## src/rtl/seg_scan_pkg.sv

```systemverilog
// Shared types and constants for the 7-segment scan controller.
package seg_scan_pkg;

  typedef enum logic [1:0] {
    IDLE  = 2'd0,
    BLANK = 2'd1,
    SHOW  = 2'd2
  } state_t;

  localparam int unsigned HEX_SEG_W = 7;

  // Pattern driven while no digit is being shown (index 0 = seg a)
  localparam logic [0:HEX_SEG_W-1] SEG_BLANK = '0;

  // Hex nibble to segment pattern, abcdefg order, 1 = lit
  localparam logic [0:HEX_SEG_W-1] HEX_SEG [0:15] = '{
    7'b1111110, // 0
    7'b0110000, // 1
    7'b1101101, // 2
    7'b1111001, // 3
    7'b0110011, // 4
    7'b1011011, // 5
    7'b1011111, // 6
    7'b1110000, // 7
    7'b1111111, // 8
    7'b1111011, // 9
    7'b1110111, // A
    7'b0011111, // b
    7'b1001110, // C
    7'b0111101, // d
    7'b1001111, // E
    7'b1000111  // F
  };

endpackage

```

## src/rtl/seg_scan_ctrl_hex_seg_decode.sv

```systemverilog
// Combinational hex digit to 7-segment pattern lookup.
module hex_seg_decode
  import seg_scan_pkg::*;
#(
  parameter int DIGIT_WIDTH   = 4,
  parameter int SEGMENT_WIDTH = 7
) (
  input  logic [DIGIT_WIDTH-1:0]   value,
  output logic [0:SEGMENT_WIDTH-1] seg
);

  logic [3:0]             nib;
  logic [0:HEX_SEG_W-1]   pat;

  // Table lookup on the low nibble of the digit value
  always_comb begin
    nib = 4'(value);
    pat = HEX_SEG[nib];
  end

  if (SEGMENT_WIDTH <= HEX_SEG_W) begin : g_narrow
    assign seg = pat[0:SEGMENT_WIDTH-1];
  end else begin : g_wide
    assign seg = {pat, {(SEGMENT_WIDTH-HEX_SEG_W){1'b0}}};
  end

endmodule

```

## src/rtl/seg_scan_ctrl.sv

```systemverilog
// Time-multiplexed common-anode 7-segment scan controller.
// Each digit slot is REFRESH_DIV cycles: BLANK_CYCLES dead time (all anodes
// off, segment bus already settled) followed by SHOW (one anode low).
// Digit values are double-buffered: load fills pending, and pending moves
// to active only at frame start.
// Optional: define LEADING_ZERO_BLANK_EN to suppress leading zero digits.
module seg_scan_ctrl
  import seg_scan_pkg::*;
#(
  parameter int NUM_DIGITS    = 4,
  parameter int DIGIT_WIDTH   = 4,
  parameter int SEGMENT_WIDTH = 7,
  parameter int REFRESH_DIV   = 100000,
  parameter int BLANK_CYCLES  = 1000
) (
  input  logic                              clk,
  input  logic                              rst,
  input  logic                              en,
  input  logic                              load,
  input  logic [NUM_DIGITS*DIGIT_WIDTH-1:0] digits,
  output logic [0:SEGMENT_WIDTH-1]          seg,
  output logic [NUM_DIGITS-1:0]             an,
  output logic [$clog2(NUM_DIGITS)-1:0]     digit_idx,
  output logic                              frame_done
);

  localparam int IDX_W = $clog2(NUM_DIGITS);
  localparam int CNT_W = $clog2(REFRESH_DIV);
  localparam int BUF_W = NUM_DIGITS*DIGIT_WIDTH;

  localparam logic [CNT_W-1:0] BLANK_LAST = CNT_W'(BLANK_CYCLES - 1);
  localparam logic [CNT_W-1:0] SLOT_LAST  = CNT_W'(REFRESH_DIV - 1);
  localparam logic [IDX_W-1:0] IDX_LAST   = IDX_W'(NUM_DIGITS - 1);

  state_t                   state, state_n;
  logic [CNT_W-1:0]         cnt, cnt_n;
  logic [IDX_W-1:0]         idx_n;
  logic [BUF_W-1:0]         pending, active, active_n;
  logic                     xfer;
  logic                     enter_blank;
  logic [DIGIT_WIDTH-1:0]   cur_digit;
  logic [0:SEGMENT_WIDTH-1] dec_seg;
  logic [0:SEGMENT_WIDTH-1] seg_n;
  logic                     blank_sel;

  // Next-state, slot counter and frame-boundary transfer decisions
  always_comb begin
    state_n     = state;
    cnt_n       = cnt;
    idx_n       = digit_idx;
    xfer        = 1'b0;
    enter_blank = 1'b0;
    frame_done  = 1'b0;
    if (!en) begin
      state_n = IDLE;
      cnt_n   = '0;
      idx_n   = '0;
    end else begin
      unique case (state)
        IDLE: begin
          state_n     = BLANK;
          cnt_n       = '0;
          idx_n       = '0;
          xfer        = 1'b1;
          enter_blank = 1'b1;
        end
        BLANK: begin
          cnt_n = cnt + 1'b1;
          if (cnt == BLANK_LAST) state_n = SHOW;
        end
        SHOW: begin
          if (cnt == SLOT_LAST) begin
            cnt_n       = '0;
            state_n     = BLANK;
            enter_blank = 1'b1;
            if (digit_idx == IDX_LAST) begin
              idx_n      = '0;
              xfer       = 1'b1;
              frame_done = 1'b1;
            end else begin
              idx_n = digit_idx + 1'b1;
            end
          end else begin
            cnt_n = cnt + 1'b1;
          end
        end
        default: begin
          state_n = IDLE;
          cnt_n   = '0;
          idx_n   = '0;
        end
      endcase
    end
  end

  // The segment pattern is latched on BLANK entry, so it is decoded from the
  // values active and digit_idx are about to take, not their current ones.
  always_comb begin
    active_n  = xfer ? pending : active;
    cur_digit = active_n[idx_n*DIGIT_WIDTH +: DIGIT_WIDTH];
  end

  hex_seg_decode #(
    .DIGIT_WIDTH   (DIGIT_WIDTH),
    .SEGMENT_WIDTH (SEGMENT_WIDTH)
  ) u_dec (
    .value (cur_digit),
    .seg   (dec_seg)
  );

`ifdef LEADING_ZERO_BLANK_EN
  logic [NUM_DIGITS-1:0] zero_above;
  logic                  lz_acc;

  // zero_above[i]: digit i and every more-significant digit are zero
  always_comb begin
    zero_above = '0;
    lz_acc     = 1'b1;
    for (int unsigned k = 0; k < NUM_DIGITS; k++) begin
      lz_acc     = lz_acc & (active_n[(NUM_DIGITS-1-k)*DIGIT_WIDTH +: DIGIT_WIDTH] == '0);
      zero_above = {zero_above[NUM_DIGITS-2:0], lz_acc};
    end
  end

  assign blank_sel = zero_above[idx_n] && (idx_n != '0);
`else
  assign blank_sel = 1'b0;
`endif

  // Final pattern for the upcoming slot
  always_comb begin
    seg_n = blank_sel ? SEGMENT_WIDTH'(SEG_BLANK) : dec_seg;
  end

  // State, counter, buffers and registered segment bus
  always_ff @(posedge clk) begin
    if (rst) begin
      state     <= IDLE;
      cnt       <= '0;
      digit_idx <= '0;
      pending   <= '0;
      active    <= '0;
      seg       <= '0;
    end else begin
      state     <= state_n;
      cnt       <= cnt_n;
      digit_idx <= idx_n;
      if (load) pending <= digits;
      if (xfer) active  <= pending;
      if (!en)              seg <= '0;
      else if (enter_blank) seg <= seg_n;
    end
  end

  // Only the current digit's anode is driven low, and only during SHOW
  always_comb begin
    an = '1;
    if (state == SHOW) an[digit_idx] = 1'b0;
  end

endmodule

```

## config.mk

```make
export PLATFORM = sky130hd
export DESIGN_NAME = seg_scan_ctrl
export DESIGN_NICKNAME = d
export VERILOG_FILES = /design/src/rtl/seg_scan_pkg.sv /design/src/rtl/seg_scan_ctrl_hex_seg_decode.sv /design/src/rtl/seg_scan_ctrl.sv
export SDC_FILE = /design/constraint.sdc
export NUM_CORES = 1
export LEC_CHECK = 0
export CAP_MARGIN = 20
export CORE_UTILIZATION = 45
export DETAILED_ROUTE_END_ITERATION = 10
export PLACE_DENSITY = 0.66
export SYNTH_ARGS = -nofsm -noshare
export SYNTH_HDL_FRONTEND = slang
export SYNTH_SLANG_ARGS = --single-unit
```

## constraint.sdc

```tcl
create_clock -name clk -period 4.7 [get_ports clk]
set_input_delay 0.705 -clock clk [delete_from_list [all_inputs] [get_ports clk]]
set_output_delay 0.705 -clock clk [all_outputs]
set_load 0.05 [all_outputs]
```

### After elaboration in Yosys (flattened, before gate mapping)

Memories as Yosys holds them, arrays and structs flattened. A register that Yosys moved wholly into a read port is not among the register bits.
Cells that the tools add are included.

| storage, ports and cells | value |
|---|---|
| output and inout bits | 14 |
| flip-flop bits (word level) | 53 |
| bits in read-only memories | 112 |
| input port bits | 20 |
| logic and storage cells | 47 |
| memories kept | 1 |

| cells by class | value |
|---|---|
| bitwise gates (word level) | 3 |
| reductions and logical operators | 4 |
| shift-type cells | 1 |
| equal/unequal tests | 7 |
| $lt $le $gt $ge | 2 |
| multiplexer cells | 22 |
| $add $sub $neg | 2 |

Memory list:

| memory | words | width | read ports | clocked after Yosys merged registers in | wr ports | line | source |
|---|---|---|---|---|---|---|---|
| (name not given) | 16 | 7 | 1 | 1 | 0 | seg_scan_ctrl_hex_seg_decode.sv:18 | `pat = HEX_SEG[nib];` |

Operators with widths:

| kind | count |
|---|---|
| case mux 17 bit (2 select lines) | 1 |
| adder 17 x 1 -> 17 bit, second input constant | 1 |
| equality test 17 x 10 -> 1 bit, second input constant | 1 |
| equality test 17 bit, second input constant | 1 |
| 2-to-1 mux 17 bit | 1 |
| 2-to-1 mux 16 bit | 1 |
| indexed part select 16 x 5 -> 4 bit | 1 |
| 2-to-1 mux 2 bit | 5 |
| 2-to-1 mux 1 bit | 8 |
| case mux 2 bit (3 select lines) | 1 |
| NOT 4 -> 5 bit | 1 |
| equality test 2 bit, second input constant | 2 |
| 2-to-1 mux 4 bit | 1 |
| != test 2 bit, second input constant | 2 |
| NOT 4 bit | 1 |
| case mux 1 bit (2 select lines) | 2 |
| case mux 2 bit (2 select lines) | 1 |
| < comparator 2 x 3 -> 1 bit, second input constant | 1 |
| adder 2 x 1 -> 2 bit, second input constant | 1 |
| demux 1 bit (select 2 bit) | 1 |
| equality test 2 x 1 -> 1 bit, second input constant | 1 |
| greater-or-equal comparator 2 x 1 -> 1 bit, second input constant | 1 |
| logical NOT 2 bit | 1 |
| AND reduction 2 bit | 1 |
| other kinds (3) | 3 |

### Logic depth before layout (Yosys ltp)

| depth | value |
|---|---|
| word-level depth | 8 |
| gate-level depth with buffers | 17 |
| gate-level depth less buffers | 15 |

### Hierarchy

A second synthesis with hierarchy kept.

| second synthesis, totals | value |
|---|---|
| cell total of the unflattened synthesis | 300 |
| area total of the unflattened synthesis | 2900.3 µm² |

By module, submodules not included:

| module | area each (µm²) | cells each | sequential area each (µm²) | instances |
|---|---|---|---|---|
| seg_scan_ctrl | 2612.5 | 267 | 1201.2 | 1 |
| hex_seg_decode | 287.8 | 33 | 0.0 | 1 |

### Worst setup path after synthesis

OpenSTA, ideal clock, no wires.

| timing path | value |
|---|---|
| path type | register to register |
| start point | register digit_idx[0] |
| end point | register seg[3] (netlist bit) |
| data arrival time | 3.662 ns |
| buffers on the path | 2 |
| path slack | 0.963 ns |
| library setup time | 0.074 ns |
| data required time | 4.626 ns |
| cell stages (with the launch flop) | 17 |
| clock period less this slack | 3.737 ns |
| cells stage by stage | dfxtp_1 ha_1 nand2_1 nor4_2 a22oi_2 buf_2 buf_2 mux2i_1 mux2i_1 mux2i_1 inv_1 ha_1 nand2_1 nor2_1 a31oi_1 o211ai_1 a31oi_1 |

| between the ends | value |
|---|---|
| word-level cells in the longest chain between the ends | 8 |
| elaborated cells on any way between the ends | 13 |
| those cells by class | add/sub: 1; eq/ne: 1; shift: 1; mux: 9; bitwise: 1 |

Ends and longest elaborated chain:

| what | line | source |
|---|---|---|
| start, declared | seg_scan_ctrl.sv:23 | `output logic [$clog2(NUM_DIGITS)-1:0] digit_idx,` |
| start signal, assigned | seg_scan_ctrl.sv:147 | `digit_idx <= idx_n;` |
| equality test 2 bit | seg_scan_ctrl.sv:76 | `if (digit_idx == IDX_LAST) begin` |
| 2-to-1 mux 1 bit | seg_scan_ctrl.sv:76 |  |
| 2-to-1 mux 1 bit | seg_scan_ctrl.sv:72 | `if (cnt == SLOT_LAST) begin` |
| case mux 1 bit (2 select lines) | seg_scan_ctrl.sv:59 | `unique case (state)` |
| 2-to-1 mux 1 bit | seg_scan_ctrl.sv:54 | `if (!en) begin` |
| 2-to-1 mux 16 bit | -- |  |
| indexed part select 16 x 5 -> 4 bit * | seg_scan_ctrl.sv:100 | `cur_digit = active_n[idx_n*DIGIT_WIDTH +: DIGIT_WIDTH];` |
| NOT 4 -> 5 bit (implied by the code) * | seg_scan_ctrl_hex_seg_decode.sv:18 |  |
| end, declared | seg_scan_ctrl.sv:21 | `output logic [0:SEGMENT_WIDTH-1] seg,` |

Mark *: on every way between the ends. The rest lies on a longest branch, timed or not.
A chain may end at the register's enable or synchronous reset.

### Worst setup path in the final report

| timing path | value |
|---|---|
| start point | input en |
| end point | register seg[3] (netlist bit) |

| between the ends | value |
|---|---|
| word-level cells in the longest chain between the ends | 4 |
| elaborated cells on any way between the ends | 8 |
| those cells by class | shift: 1; mux: 4; bitwise: 2; reduce/logical: 1 |

Ends and longest elaborated chain:

| what | line | source |
|---|---|---|
| start, declared | seg_scan_ctrl.sv:18 | `input logic en,` |
| 2-to-1 mux 1 bit | seg_scan_ctrl.sv:54 |  |
| 2-to-1 mux 16 bit | -- |  |
| indexed part select 16 x 5 -> 4 bit | seg_scan_ctrl.sv:100 |  |
| NOT 4 -> 5 bit (implied by the code) | seg_scan_ctrl_hex_seg_decode.sv:18 |  |

Parallel ways exist; a longest one is shown, timed or not.

==> out/summary.txt <==
GR Util All Layers: 18.7%
core area: 0.00649 mm2
final core occ: 57.1%
Resize count post-CTS: 0
final routed DRC violation total: 3
crit path launch type: input pin
largest net degree at the start of global routing: 37
period utilization: 76.8%
first-pass GRT wire length: 10600 um
kind of critical path: in -> reg
register bit total from synthesis: 60
commonest cells after routing, fill and taps aside: nor2_1 (63), dfxtp_1 (60), mux2i_1 (47)
number of core rows: 29
Max Cap Viol: 0
CP Data Arrival Time: 3870 ps
status: complete, but fails checks
leading cell type in the layout, fill and taps excluded: nor2_1
Lkg Pwr: 1.51 nW
cts hold-fix bufs: 0
# setup viols final: 0
number of global-route vias before repair: 2223
input/output buffers: 33
number of flops mapped to enable cells by yosys: 0
Vias: 2333
top_reg_cell synth: dfxtp_1
DR WL/cell: 13.4 um
Synth Cell Area: 0.00310 mm2
first drt pass iteration count: 7
CP Capture Type: register
Worst Path Max Fanout: 9
Initial Util: 47.7%
setup TNS: 0 ps
die area: 0.00722 mm2
Synth-to-Final Area Change: 19.7%
antenna violations before repair: 0
grt ovf: 0
root buffer cell: clkbuf_8
crit path time final: 3610 ps
unrepaired setup endpoints after global routing: no
Final Skew: 6.78 ps
PD cells: 311 mW/mm2
Syn. warnings: 0
Final Slew Violations: 0
Ant. Diodes: 0
Num CTS Buffers: 9
CTS tree: yes
FMAX: 277 MHz
worst-margin pin slew: 943 ps
Max-slew headroom: 36.9%
total chip power: 1.15 mW
post-synth net total: 367
clk_lat worst skew: 340 ps
Die Height: 85.0 um
fraction of layout cells with a size suffix above 1: 9.14%
Placer Congestion: 0.863
H-tree lvl count: 3
Die W: 85.0 um
ANT nets after route: 0
Req. time, crit path: 4960 ps
Top-Level Pins: 34
DRT Wirelength: 6000 um
Via density: 5.20
Seq/Total Area, Yosys: 38.8%
Final Hold Fails: 0
CTS Buffer Depth: 2
Post-Synthesis Cells: 331
post-CTS setup buffers: 0
Hold Path Class: reg -> reg
maximum vdd drop: 0.203 mV
# fillers: 609
Synth cell types: 50
syn avg cell area: 9.36 um2
Clock Pin Slew Worst Setup and Hold Paths: 60 ps
failing checks: DRC
initial drt markers: 131
dpl hpwl: 4310 um
total clock sinks: 60
hold slack: 452 ps
fin nets: 404
Post-synth ARST share: 0%
state kept, by name, summed over array words and instances, names as in the netlist:
name,flops
state,2
pending,16
active,16
seg,7
digit_idx,2
cnt,17
per-stage QoR:
stage          cells  worst slack, ps  area, um2
2_1_floorplan    331              963       3100
3_3_place_gp     434              847       3500
3_5_place_dp     434              782       3500
4_1_cts          449             1100       3710
5_1_grt          449              791       3710
6_report         449             1090       3710
final timing paths:
kind / start / to / slack, ps / cells past startpoint
worst max register to register: cnt[11] / seg[3] / 1130 / 12
worst max-delay path: en / seg[3] / 1090 / 12
worst min register to register: seg[2] / seg[2] / 450 / 2
worst min-delay path: seg[2] / seg[2] / 450 / 2
report_power, final:
part	total, mW	switching [mW]	internal, mW	leakage [nW]
clock network	0.487	0.193	0.294	0.102
logic	0.130	0.0695	0.0600	0.924
registers	0.537	0.0112	0.526	0.489
total	1.15	0.274	0.879	1.51
worst max-delay path, stage by stage:
cell and delay [ps]:
clkdlybuf4s50_1 520, inv_1 160, nor4_2 60, a22oi_2 540, mux2i_1 310, mux2i_1 120
mux2i_2 480, inv_1 170, ha_1 310, a31oi_1 170, o211ai_1 140, a31oi_1 170
layout make-up:
type                       count  area (um2)  area share [%]
multi-input combinational    248        1790            48.2
sequential                    60        1200            32.4
timing repair buffer          40         383            10.3
clock buffer                  10         128            3.44
tap                           77        96.3            2.60
clock inverter                 5        77.6            2.09
inverter                       9        33.8           0.911
cells by family (layout without fill, tap and decap cells):
group           count (synthesis)  after routing  synth area share (%)
buf+inv                        23             64                  3.47
xor+xnor                       23             23                  6.50
compound gates                 32             32                  8.44
simple gates                  127            127                  19.3
mux                            50             50                  17.1
flops                          60             60                  38.8
fa+ha+maj                      16             16                  6.46
Yosys cell counts, drive strengths merged, types with 4 or more instances:
cell type	instances	area [um2]
xor2	14	123
o211ai	9	72.6
clkbuf	9	33.8
inv	9	33.8
xnor2	9	78.8
a21oi	4	20.0
nand3	10	50.1
a31oi	5	43.8
ha	16	200
nand2	23	86.3
mux2i	50	529
nor2	63	236
nor3	5	36.3
dfxtp	60	1200
buf	5	40.0
metal layers:
metal	GRT usage [%]	vias up	share of wire, %
li1	-	1216	-
met1	24.3	1059	50
met2	29.4	48	45
met3	4.96	10	3.8
met4	7.86	0	1.8
met5	0	-	0
Note: power is estimated with default switching activity, not from simulation.
